===== src/rtl/tick_timer_pkg.sv =====
// ============================================================================
// Package : tick_timer_pkg
// Brief   : Shared state encoding and constants for the tick timer controller.
// Rev     : 1.0 - initial release
// ============================================================================
`default_nettype none

package tick_timer_pkg;

  typedef enum logic [1:0] {
    IDLE  = 2'd0,
    RUN   = 2'd1,
    PAUSE = 2'd2
  } state_e;

  // Smallest legal divide ratio; a requested ratio of 0 is raised to this.
  localparam int DIV_MIN = 1;

endpackage

`default_nettype wire


===== src/rtl/tick_timer_ctrl_if.sv =====
// ============================================================================
// Interface : tick_timer_ctrl_if
// Brief     : Config handshake, countdown control and tick/status outputs.
// Rev       : 1.0 - initial release
// ============================================================================
`default_nettype none

interface tick_timer_ctrl_if #(
  parameter int CNT_W = 16,
  parameter int TMR_W = 16
) ();

  logic             cfg_valid;
  logic             cfg_ready;
  logic [CNT_W-1:0] cfg_div;
  logic             start;
  logic             stop;
  logic             pause;
  logic [TMR_W-1:0] load_cnt;
  logic             tick;
  logic             clk_div;
  logic             busy;
  logic             done;
  logic [TMR_W-1:0] remaining;

  modport master (
    output cfg_valid, cfg_div, start, stop, pause, load_cnt,
    input  cfg_ready, tick, clk_div, busy, done, remaining
  );

  modport slave (
    input  cfg_valid, cfg_div, start, stop, pause, load_cnt,
    output cfg_ready, tick, clk_div, busy, done, remaining
  );

endinterface

`default_nettype wire


===== src/rtl/tick_prescaler.sv =====
// ============================================================================
// Module : tick_prescaler
// Brief  : Free-running prescaler with glitch-free divide-ratio reload.
// Rev    : 1.0 - initial release
// ============================================================================
`default_nettype none

module tick_prescaler
  import tick_timer_pkg::*;
#(
  parameter int CNT_W       = 16,
  parameter int DEFAULT_DIV = 50000
) (
  input  wire logic             clk,
  input  wire logic             rst,
  input  wire logic             cfg_valid,
  output logic                  cfg_ready,
  input  wire logic [CNT_W-1:0] cfg_div,
  output logic                  tick,
  output logic                  clk_div
);

  localparam logic [CNT_W-1:0] C_DIV_MIN = CNT_W'(DIV_MIN);
  localparam logic [CNT_W-1:0] C_RST_DIV =
    (DEFAULT_DIV < DIV_MIN) ? CNT_W'(DIV_MIN) : CNT_W'(DEFAULT_DIV);

  logic [CNT_W-1:0] pre_cnt_q,  pre_cnt_d;
  logic [CNT_W-1:0] div_q,      div_d;
  logic [CNT_W-1:0] div_pend_q, div_pend_d;
  logic             pending_q,  pending_d;
  logic             clk_div_q,  clk_div_d;
  logic             tick_w;
  logic             accept_w;

  assign tick_w    = (pre_cnt_q == div_q - CNT_W'(1));
  assign accept_w  = cfg_valid && !pending_q;
  assign cfg_ready = !pending_q;
  assign tick      = tick_w;
  assign clk_div   = clk_div_q;

  always_comb begin
    pre_cnt_d  = tick_w ? '0 : pre_cnt_q + CNT_W'(1);
    clk_div_d  = clk_div_q ^ tick_w;
    div_d      = div_q;
    div_pend_d = div_pend_q;
    pending_d  = pending_q;
    // A held ratio only lands on a period boundary, so the next period is
    // the first one at the new length. Accept and apply are exclusive
    // because accept requires no ratio already pending.
    if (pending_q && tick_w) begin
      div_d     = div_pend_q;
      pending_d = 1'b0;
    end else if (accept_w) begin
      div_pend_d = (cfg_div < C_DIV_MIN) ? C_DIV_MIN : cfg_div;
      pending_d  = 1'b1;
    end
  end

  always_ff @(posedge clk) begin
    if (rst) begin
      pre_cnt_q  <= '0;
      div_q      <= C_RST_DIV;
      div_pend_q <= C_RST_DIV;
      pending_q  <= 1'b0;
      clk_div_q  <= 1'b0;
    end else begin
      pre_cnt_q  <= pre_cnt_d;
      div_q      <= div_d;
      div_pend_q <= div_pend_d;
      pending_q  <= pending_d;
      clk_div_q  <= clk_div_d;
    end
  end

endmodule

`default_nettype wire


===== src/rtl/tick_timer_ctrl.sv =====
// ============================================================================
// Module : tick_timer_ctrl
// Brief  : Countdown sequencer (start/stop/pause/done) over a tick prescaler.
// Rev    : 1.0 - initial release
// ============================================================================
`default_nettype none

module tick_timer_ctrl
  import tick_timer_pkg::*;
#(
  parameter int CNT_W       = 16,
  parameter int DEFAULT_DIV = 50000,
  parameter int TMR_W       = 16
) (
  input  wire logic       clk,
  input  wire logic       rst,
  tick_timer_ctrl_if.slave bus
);

  state_e           state_q,     state_d;
  logic [TMR_W-1:0] remaining_q, remaining_d;
  logic             done_q,      done_d;
  logic             busy_q,      busy_d;
  logic             tick_w;
  logic             clk_div_w;
  logic             cfg_ready_w;

  tick_prescaler #(
    .CNT_W       (CNT_W),
    .DEFAULT_DIV (DEFAULT_DIV)
  ) u_prescaler (
    .clk       (clk),
    .rst       (rst),
    .cfg_valid (bus.cfg_valid),
    .cfg_ready (cfg_ready_w),
    .cfg_div   (bus.cfg_div),
    .tick      (tick_w),
    .clk_div   (clk_div_w)
  );

  assign bus.cfg_ready = cfg_ready_w;
  assign bus.tick      = tick_w;
  assign bus.clk_div   = clk_div_w;
  assign bus.busy      = busy_q;
  assign bus.done      = done_q;
  assign bus.remaining = remaining_q;

  // Per-cycle priority is stop > start > pause > tick.
  always_comb begin
    state_d     = state_q;
    remaining_d = remaining_q;
    done_d      = 1'b0;
    unique case (state_q)
      IDLE: begin
        if (!bus.stop && bus.start) begin
          if (bus.load_cnt == '0) begin
            done_d = 1'b1;
          end else begin
            remaining_d = bus.load_cnt;
            state_d     = RUN;
          end
        end
      end
      RUN: begin
        if (bus.stop) begin
          state_d     = IDLE;
          remaining_d = '0;
        end else if (bus.pause) begin
          state_d = PAUSE;
        end else if (tick_w) begin
          if (remaining_q <= TMR_W'(1)) begin
            remaining_d = '0;
            done_d      = 1'b1;
            state_d     = IDLE;
          end else begin
            remaining_d = remaining_q - TMR_W'(1);
          end
        end
      end
      PAUSE: begin
        if (bus.stop) begin
          state_d     = IDLE;
          remaining_d = '0;
        end else if (!bus.pause) begin
          state_d = RUN;
        end
      end
      default: begin
        state_d     = IDLE;
        remaining_d = '0;
      end
    endcase
    busy_d = (state_d != IDLE);
  end

  always_ff @(posedge clk) begin
    if (rst) begin
      state_q     <= IDLE;
      remaining_q <= '0;
      done_q      <= 1'b0;
      busy_q      <= 1'b0;
    end else begin
      state_q     <= state_d;
      remaining_q <= remaining_d;
      done_q      <= done_d;
      busy_q      <= busy_d;
    end
  end

endmodule

`default_nettype wire


===== src/flat_wrapper.sv =====
// flat-port wrapper written by rule: the top's interface ports become plain ports
module tick_timer_ctrl_flat import tick_timer_pkg::*;
#(
  parameter int CNT_W       = 16,
  parameter int DEFAULT_DIV = 50000,
  parameter int TMR_W       = 16
)
  (clk, rst, bus_cfg_valid, bus_cfg_div, bus_start, bus_stop, bus_pause, bus_load_cnt, bus_cfg_ready, bus_tick, bus_clk_div, bus_busy, bus_done, bus_remaining);
  tick_timer_ctrl_if #(.CNT_W(CNT_W), .TMR_W(TMR_W)) bus_i ();
  input  wire logic clk;
  input  wire logic rst;
  input wire logic [$bits(bus_i.cfg_valid)-1:0] bus_cfg_valid;
  input wire logic [$bits(bus_i.cfg_div)-1:0] bus_cfg_div;
  input wire logic [$bits(bus_i.start)-1:0] bus_start;
  input wire logic [$bits(bus_i.stop)-1:0] bus_stop;
  input wire logic [$bits(bus_i.pause)-1:0] bus_pause;
  input wire logic [$bits(bus_i.load_cnt)-1:0] bus_load_cnt;
  output wire logic [$bits(bus_i.cfg_ready)-1:0] bus_cfg_ready;
  output wire logic [$bits(bus_i.tick)-1:0] bus_tick;
  output wire logic [$bits(bus_i.clk_div)-1:0] bus_clk_div;
  output wire logic [$bits(bus_i.busy)-1:0] bus_busy;
  output wire logic [$bits(bus_i.done)-1:0] bus_done;
  output wire logic [$bits(bus_i.remaining)-1:0] bus_remaining;
  assign bus_i.cfg_valid = bus_cfg_valid;
  assign bus_i.cfg_div = bus_cfg_div;
  assign bus_i.start = bus_start;
  assign bus_i.stop = bus_stop;
  assign bus_i.pause = bus_pause;
  assign bus_i.load_cnt = bus_load_cnt;
  assign bus_cfg_ready = bus_i.cfg_ready;
  assign bus_tick = bus_i.tick;
  assign bus_clk_div = bus_i.clk_div;
  assign bus_busy = bus_i.busy;
  assign bus_done = bus_i.done;
  assign bus_remaining = bus_i.remaining;
  tick_timer_ctrl #(.CNT_W(CNT_W), .DEFAULT_DIV(DEFAULT_DIV), .TMR_W(TMR_W)) u_core (.clk(clk), .rst(rst), .bus(bus_i));
endmodule

===== config.mk =====
export PLATFORM = sky130hd
export DESIGN_NAME = tick_timer_ctrl_flat
export DESIGN_NICKNAME = d
export VERILOG_FILES = /design/src/rtl/tick_timer_pkg.sv /design/src/rtl/tick_timer_ctrl_if.sv /design/src/rtl/tick_prescaler.sv /design/src/rtl/tick_timer_ctrl.sv /design/src/flat_wrapper.sv
export SDC_FILE = /design/constraint.sdc
export NUM_CORES = 1
export LEC_CHECK = 0
export CAP_MARGIN = 25
export CORE_UTILIZATION = 35
export DETAILED_ROUTE_END_ITERATION = 16
export GPL_TIMING_DRIVEN = 1
export SYNTH_ARGS = -nofsm -noshare
export SYNTH_HDL_FRONTEND = slang
export SYNTH_SLANG_ARGS = --single-unit
export TNS_END_PERCENT = 10

===== constraint.sdc =====
create_clock -name clk -period 7.18 [get_ports clk]
set_input_delay 0.718 -clock clk [delete_from_list [all_inputs] [get_ports clk]]
set_output_delay 0.718 -clock clk [all_outputs]
set_load 0.02 [all_outputs]

After elaboration in Yosys (flattened, before gate mapping)
Cells that the tools add are included.
{"block": "totals", "input_bits": 38, "word_cells": 61, "regBits": 70}
{"block": "op_classes", "eq_ne": 8, "n_addsub": 3, "bitwise": 2, "magnitude_cmp": 2, "n_reduce_logical": 12, "n_mux": 25}
{"op": "$mux W16", "count": 8}
{"op": "$pmux W16 S3", "count": 1}
{"op": "$sub A16 B1 Y16 const B", "count": 2}
{"op": "$add A16 B1 Y16 const B", "count": 1}
{"op": "$eq A16 B16 Y1", "count": 1}
{"op": "$le A16 B1 Y1 const B", "count": 1}
{"op": "$logic_not A16 Y1", "count": 1}
{"op": "$lt A16 B1 Y1 const B", "count": 1}
{"op": "$mux W2", "count": 8}
{"op": "$mux W1", "count": 6}
{"op": "$ne A3 B3 Y1 const B", "count": 2}
{"op": "$pmux W2 S3", "count": 1}
{"op": "$reduce_and A5 Y1", "count": 1}
{"op": "$ne A2 B2 Y1 const B", "count": 2}
{"op": "$reduce_or A2 Y1", "count": 2}
{"op": "$logic_and A1 B1 Y1", "count": 3}
{"op": "$eq A2 B1 Y1 const B", "count": 1}
{"op": "$eq A2 B2 Y1 const B", "count": 1}
{"op": "$logic_not A1 Y1", "count": 2}
{"op": "$logic_not A2 Y1", "count": 1}
{"op": "$ne A2 B1 Y1 const B", "count": 1}
{"op": "$pmux W1 S2", "count": 1}
{"op": "$reduce_and A2 Y1", "count": 1}
{"op": "$reduce_bool A2 Y1", "count": 1}
{"op": "other kinds (2)", "count": 2}

Logic depth before layout (Yosys ltp)
Gate-level depths: netlist of the first run.
{"block": "depth", "word_depth": 7, "depth_mapped": 12}

Hierarchy
A second synthesis of the first run with hierarchy kept.
{"block": "hier_totals", "cells_unflattened": 485, "hier_area_um2": 3957.5}
{"mod": "tick_prescaler", "area_each_um2": 2529.9, "cells_per_inst": 307, "n_inst": 1}
{"mod": "tick_timer_ctrl", "area_each_um2": 1427.6, "cells_per_inst": 178, "n_inst": 1}

Least setup slack after synthesis of the first run
Ideal clock, no wire load.
{"block": "synth_timing", "path_kind": "flip-flop to output port", "from": "reg u_core.u_prescaler.div_q[0]", "to": "out bus_tick", "path_stages_with_launch": 11, "setup_slack_ps": 3595, "required_ps": 6462, "arrival_ps": 2867, "path_cell_list": "dfxtp_1 inv_1 ha_1 buf_2 or4b_4 or4b_1 a32oi_1 a21oi_1 or4_4 clkbuf_1 inv_1"}
{"block": "synth_between", "elab_chain_len": 2}
{"element": "start, declared", "line_no": "tick_prescaler.sv:28", "rtl": "logic [CNT_W-1:0] div_q, div_d;"}
{"element": "start signal, assigned", "line_no": "tick_prescaler.sv:68", "rtl": "div_q <= div_d;"}
{"element": "$sub A16 B1 Y16", "line_no": "tick_prescaler.sv:35", "rtl": "assign tick_w = (pre_cnt_q == div_q - CNT_W'(1));"}
{"element": "$eq A16 B16 Y1", "line_no": "tick_prescaler.sv:35"}
{"element": "end, declared", "line_no": "flat_wrapper.sv:19", "rtl": "output wire logic [$bits(bus_i.tick)-1:0] bus_tick;"}
No other way between the ends.

Final worst setup path of the first run
Same ends and word-level chain as after synthesis.

==> summary.txt, run 1 <==
Outcome
  – Status: completed

Pwr
  – Power per cell area: 194 nW/um^2
  – Maximum VDD drop: 0.0822 mV
  – LEAKAGE: approximately 1.7 nW

Critical path
  – Worst path max stage delay: 0.72 ns
  – Crit end category: output port
  – Crit path DAT: slightly below 4 ns
  – CP dominant cell by count: inv_1
  – CP startpoint kind: flop
  – CP top delay family: simple AND/OR/NAND/NOR gates
  – Crit path max fanout: 21
  – Max stage delay cell, worst path: or4_4
  – Worst setup path category: flop to output port
  – Crit-path cells: inv_1 -> ha_1 -> or4b_4 -> or4b_1 -> a32oi_1 -> a21oi_1 -> or4_4 -> inv_1 -> clkdlybuf4s50_1
  – WP buf/inv: 3
  – CP required: 6.46 ns

Timing
  – Slew @ Worst Pin: 0.919 ns
  – Max-slew violations: 0
  – # setup viols final: 0
  – RSZ-0062 raised after global routing: no
  – Final Critical Period: 4.70 ns
  – Final Skew: 0.00852 ns
  – Setup TNS: 0 ns
  – Max Fclk: 213 MHz
  – Slew margin rel.: 0.383
  – Hold Slack: 0.460 ns
  – Tcrit/Tclk final: 0.654
  – Hold Fails Final Rpt: 0

Placed design
  – IO Port Bufs: 58
  – Placed Instances: 673
  – GP Congestion: 0.875
  – Hpwl dp: 7720 microns

Final layout
  – Diodes inserted: 0
  – Non-Filler Instances: 691
  – FF/Latch Area: 1400 sq um
  – Area Overhead vs Synth: 23.4%
  – Area of the multi-input gates: 2320 sq um
  – Most common cell after layout, fill and taps aside: dfxtp_1
  – Layout cell share with drive strength beyond 1: 0.0508
  – Fill count: between 1000 and 1500
  – Commonest non-fill, non-tap cells in the layout: 70 x dfxtp_1, 62 x nand2_1, 58 x clkdlybuf4s50_1
  – Util after Layout: 0.442
  – Nets: 588

CTS
  – H-Tree Depth: 3
  – Cts bufs inserted: 9
  – Worst skew pair latency: 0.35 ns
  – CTS Root Cell: clkbuf_8
  – Clk pin slew, worst setup/hold paths: 0.07 ns
  – CTS Buffer Depth: 2
  – Postcts setup bufs: 0
  – Resized Gates After CTS: 0
  – CTS tree: yes
  – Post-cts hold buffer count: 0
  – Clock sink count: 70

Route
  – Initial DRC Count: approximately 210
  – Routed wire per std cell: 15.6 microns
  – Pre-antenna DRT Iters: 5
  – Final ANT Viol Nets: 0
  – Vias per cell: 5.65
  – Post-Route WL: 10800 microns
  – Via Count: 3902
  – Remaining routing DRC violations: 0

Floorplanning
  – Die span in y: roughly 110 microns
  – FP Rows: 38
  – Core Area: 10800 sq um
  – Top Ports: 59
  – Die area: around 11000 sq um
  – Chip Width: approximately 110 microns
  – Initial core utilization: 0.358

Global route
  – Vias in the first global route: 3540
  – First-pass GRT wire length: 17800 microns
  – GRT Total Usage: 0.196
  – Antenna violations before repair: 0
  – Gr ovfl total: 0
  – Largest net degree at the start of global routing: 38

Synthesis
  – Post-synthesis register bit count: 70
  – Post-Syn Area per Cell: 7.76 sq um
  – Top_reg_cell synth: dfxtp_1
  – Synth async-reset ratio: 0
  – Cell Area, Synth: between 3000 and 4000 sq um
  – Synth unique cells: 55
  – Post-synth EDFFs: 0
  – Post-Synthesis Cells: between 400 and 500
  – Syn nets: 540
  – Syn. warnings: 0
  – Sequential area share after synthesis: 0.362

Job
  – Max-Cap Viols: 0

Min path
  – Worst hold-check path type: flop to flop
==> logic make-up after synthesis <==
kind of cell	share of synthesized area
xor+xnor	0.0838
simple gates	0.285
flops	0.362
compound gates	0.212
mux	0.00259
buf+inv	0.0411
fa+ha+maj	0.0129
==> routing by layer <==
metal,track usage,part of all wire,up-vias
li1,-,-,1929
met1,0.276,0.48,1861
met2,0.300,0.46,99
met3,0.0280,0.042,13
met4,0.0734,0.016,0
met5,0,0,-
==> power by group <==
group	switching (mW)	internal, mW	leakage, nW
registers	0.0209	0.405	0.571
clock network	0.152	0.179	0.0996
logic	0.0932	0.0768	1.03
==> cells in the mapped netlist, drive strengths merged, types with 5 or more instances <==
master | number | share of area
a22oi | 8 | 0.016
nor2b | 7 | 0.011
nand2 | 62 | 0.060
a21oi | 35 | 0.045
nor4 | 20 | 0.032
dfxtp | 70 | 0.36
xor2 | 18 | 0.041
inv | 11 | 0.011
and3 | 8 | 0.013
o21ai | 26 | 0.034
xnor2 | 19 | 0.043
nor3 | 17 | 0.022
nor2 | 43 | 0.042
nand3 | 42 | 0.054
buf | 5 | 0.0081
a211oi | 8 | 0.016
clkbuf | 23 | 0.022
==> stage by stage <==
stage               total power [mW]  setup slack [ns]  instance area [sq um]
floorplan                      0.530              3.60                   3870
global placement               0.599              2.96                   4550
detailed placement             0.602              2.86                   4550
CTS                            0.931              2.46                   4760
global route                   0.970              2.29                   4770
finish                         0.927              2.48                   4770
==> sequential cells by signal (all words and copies together), names as in the netlist <==
signal                         flops
u_core.bus.busy                    1
u_core.u_prescaler.pending_q       1
u_core.u_prescaler.pre_cnt_q      16
u_core.u_prescaler.clk_div         1
u_core.state_q                     2
u_core.bus.remaining              16
u_core.bus.done                    1
u_core.u_prescaler.div_q          16
u_core.u_prescaler.div_pend_q     16
==> worst paths after layout <==
check	start	endpoint	slack, ns	cells past startpoint
worst max register to register	u_core.u_prescaler.div_q[0]	u_core.bus.remaining[6]	3.35	10
worst min register to register	u_core.u_prescaler.div_pend_q[10]	u_core.u_prescaler.div_pend_q[10]	0.46	2
worst max-delay path	u_core.u_prescaler.div_q[0]	bus_tick	2.48	9
worst min-delay path	u_core.u_prescaler.div_pend_q[10]	u_core.u_prescaler.div_pend_q[10]	0.46	2
==> layout make-up <==
cell class | instances | share of cell area
multi-input combinational | 389 | 0.486
clock buffer | 13 | 0.0333
clock inverter | 3 | 0.00892
tap | 140 | 0.0367
inverter | 11 | 0.00865
timing repair buffer | 65 | 0.133
sequential | 70 | 0.294
==> worst register-to-register path, stage by stage (launching register included) <==
cell     delay, ns
dfxtp_1       0.37
inv_1         0.08
ha_1          0.32
or4b_4        0.53
or4b_1        0.52
a32oi_1       0.23
a21oi_1       0.16
or4_4         0.72
a21oi_1       0.40
buf_4         0.25
o221a_2       0.19
Power figures use the tool's default switching activity.
==> inputs of run 2 (changes only) <==
Clock period 7.18 ns to 4.5 ns, I/O delays scaled along.
==> run 2 against run 1 <==
Effect of this change: hold slack about the same; via count shrank 0.23%; final cell count increased by 0.43%; utilization rose by 0.78 points; critical path depth unchanged; first-iteration DRC count grew 42%; clock-buffer cell count shrank 4; register-to-register slack got worse by 2.5 ns; non-clock buffer count is 3 higher; combinational power grew 59%; power is 76% higher; routed wire length rose by 0.27%; critical path type unchanged; critical endpoint unchanged; largest cell class unchanged; highest routed layer unchanged.
==> summary.txt, run 2 (synthesis gave the netlist of run 1 again) <==
Global route
  – First-pass GRT wire length: 17900 microns (was 17800 microns)
  – Largest net degree at the start of global routing: 38 (unchanged)
  – Vias in the first global route: 3534 (was 3540)
  – Antenna violations before repair: 0 (unchanged)
  – GRT Total Usage: 0.197 (was 0.196)
  – Gr ovfl total: 0 (unchanged)

CTS
  – Cts bufs inserted: 9 (unchanged)
  – CTS tree: yes (unchanged)
  – Postcts setup bufs: 0 (unchanged)
  – CTS Root Cell: clkbuf_8 (unchanged)
  – Post-cts hold buffer count: 0 (unchanged)
  – Clk pin slew, worst setup/hold paths: 0.07 ns (about the same)
  – Worst skew pair latency: 0.35 ns (about the same)
  – Resized Gates After CTS: 0 (unchanged)
  – H-Tree Depth: 3 (unchanged)
  – Clock sink count: 70 (unchanged)
  – CTS Buffer Depth: 2 (unchanged)

Critical path
  – FF-to-FF Start: u_core.u_prescaler.div_q[0] (unchanged)
  – CP startpoint kind: flop (unchanged)
  – Crit-path cells: inv_1 -> ha_1 -> or4b_4 -> or4b_1 -> a32oi_1 -> a21oi_1 -> or4_4 -> inv_1 -> clkdlybuf4s50_1 (unchanged)
  – Crit path max fanout: 8 (was 21)
  – Max stage delay cell, worst path: clkdlybuf4s50_1 (was or4_4)
  – CP dominant cell by count: inv_1 (unchanged)
  – Worst path max stage delay: 0.60 ns (was 0.72 ns)
  – Critical Path End: bus_tick (unchanged)
  – Critical Path Start: u_core.u_prescaler.div_q[0] (unchanged)
  – Reg2Reg Setup Slack: 0.89 ns (was 3.35 ns)
  – Worst setup path category: flop to output port (unchanged)
  – R2r worst-path depth: 11 (was 10)
  – Crit end category: output port (unchanged)
  – Crit path DAT: 3.72 ns (was 3.98 ns)
  – Critical R2R Capture: u_core.bus.remaining[6] (unchanged)
  – CP required: 4.05 ns (was 6.46 ns)

Floorplanning
  – Core Area: 10800 sq um (unchanged)
  – Chip Width: 107 microns (unchanged)
  – Die area: 11500 sq um (unchanged)
  – Initial core utilization: 0.358 (unchanged)
  – Top Ports: 59 (unchanged)
  – FP Rows: 38 (unchanged)
  – Die span in y: 107 microns (unchanged)

Pwr
  – LEAKAGE: 1.74 nW (was 1.70 nW)
  – Maximum VDD drop: 0.171 mV (was 0.0822 mV)
  – Power per cell area: 336 nW/um^2 (was 194 nW/um^2)

Placed design
  – Hpwl dp: 7740 microns (was 7720 microns)
  – IO Port Bufs: 58 (unchanged)
  – GP Congestion: 0.904 (was 0.875)

Timing
  – Slew @ Worst Pin: 1.08 ns (was 0.919 ns)
  – Setup TNS: 0 ns (unchanged)
  – RSZ-0062 raised after global routing: no (unchanged)
  – Max Fclk: about 240 MHz
  – Final Critical Period: 4.17 ns
  – Tcrit/Tclk final: 0.927
  – Hold Fails Final Rpt: 0 (unchanged)
  – Max-slew violations: 0 (unchanged)
  – # setup viols final: 0 (unchanged)
  – Slew margin rel.: 0.281 (was 0.383)
  – Final Skew: 0.0100 ns (was 0.00852 ns)
  – Hold Slack: 0.461 ns (was 0.460 ns)

Final layout
  – Most common cell after layout, fill and taps aside: dfxtp_1 (unchanged)
  – Layout cell share with drive strength beyond 1: 0.0578 (was 0.0508)
  – Area of the multi-input gates: 2310 sq um (was 2320 sq um)
  – Commonest non-fill, non-tap cells in the layout: 70 x dfxtp_1, 62 x nand2_1, 58 x clkdlybuf4s50_1 (unchanged)
  – Fill count: 1081 (was 1089)
  – Nets: 591 (was 588)
  – FF/Latch Area: 1400 sq um (unchanged)
  – Area Overhead vs Synth: 25.6% (was 23.4%)
  – Diodes inserted: 0 (unchanged)

Route
  – Via Count: 3893 (was 3902)
  – Final ANT Viol Nets: 0 (unchanged)
  – Vias per cell: 5.61 (was 5.65)
  – Initial DRC Count: 292 (was 206)
  – Pre-antenna DRT Iters: 5 (unchanged)
  – Remaining routing DRC violations: 0 (unchanged)
  – Post-Route WL: 10800 microns (about the same)
  – Routed wire per std cell: 15.6 microns (about the same)

Outcome
  – Status: completed (unchanged)

Job
  – Max-Cap Viols: 0 (unchanged)

Min path
  – Worst hold-check path type: flop to flop (unchanged)
==> run 2: metrics by stage <==
step / utilization / area, sq um / power (mW) / std cells / setup WS (ns)
floorplan: - / 3870 / 0.846 / 498 / 1.17
global placement: 0.424 / 4580 / 0.957 / 677 / 0.738
detailed placement: 0.424 / 4580 / 0.961 / 677 / 0.666
CTS: 0.449 / 4850 / 1.64 / 693 / 0.284
global route: 0.450 / 4850 / 1.70 / 694 / 0.106
finish: 0.450 / 4850 / 1.63 / 694 / 0.327
==> run 2: routing by layer <==
| metal | wire [microns] | vias to the layer above | GRT usage |
|---|---|---|---|
| met5 | 0 | - | 0 |
| met4 | 132 | 0 | 0.0675 |
| met3 | 508 | 11 | 0.0292 |
| met2 | 4910 | 106 | 0.304 |
| met1 | 5270 | 1853 | 0.279 |
| li1 | - | 1923 | - |
==> run 2: worst min path at each step <==
| stage | start | end | slack, ns | cells after the start |
|---|---|---|---|---|
| after floorplan | u_core.u_prescaler.div_pend_q[10] | u_core.u_prescaler.div_pend_q[10] | 0.44 | 2 |
| after global placement | u_core.u_prescaler.div_pend_q[12] | u_core.u_prescaler.div_pend_q[12] | 0.45 | 2 |
| after detailed placement | u_core.u_prescaler.div_pend_q[12] | u_core.u_prescaler.div_pend_q[12] | 0.45 | 2 |
| after CTS | u_core.u_prescaler.div_pend_q[12] | u_core.u_prescaler.div_pend_q[12] | 0.46 | 2 |
| after global routing | u_core.u_prescaler.div_pend_q[2] | u_core.u_prescaler.div_pend_q[2] | 0.48 | 2 |
| final | u_core.u_prescaler.div_pend_q[1] | u_core.u_prescaler.div_pend_q[1] | 0.46 | 2 |
==> run 2: worst max-delay path: cells and delay by family, from the launching register on <==
kind / cells / cell delay, ns
flip-flops: 1 / 0.37
adder cells (fa/ha/maj): 1 / 0.30
buffers and inverters: 3 / 0.75
AO/OA/AOI/OAI: 2 / 0.36
AND/OR/NAND/NOR: 3 / 1.60
==> run 2: final cells by class <==
type                       instances  area share
multi-input combinational        389       0.476
sequential                        70       0.289
timing repair buffer              68       0.135
tap                              140      0.0361
clock inverter                     7      0.0299
clock buffer                       9      0.0255
inverter                          11     0.00851
==> run 2: report_power, final <==
group          switching (mW)  internal, mW
logic                   0.148         0.122
clock network           0.256         0.427
registers              0.0339         0.646
total                   0.438          1.20
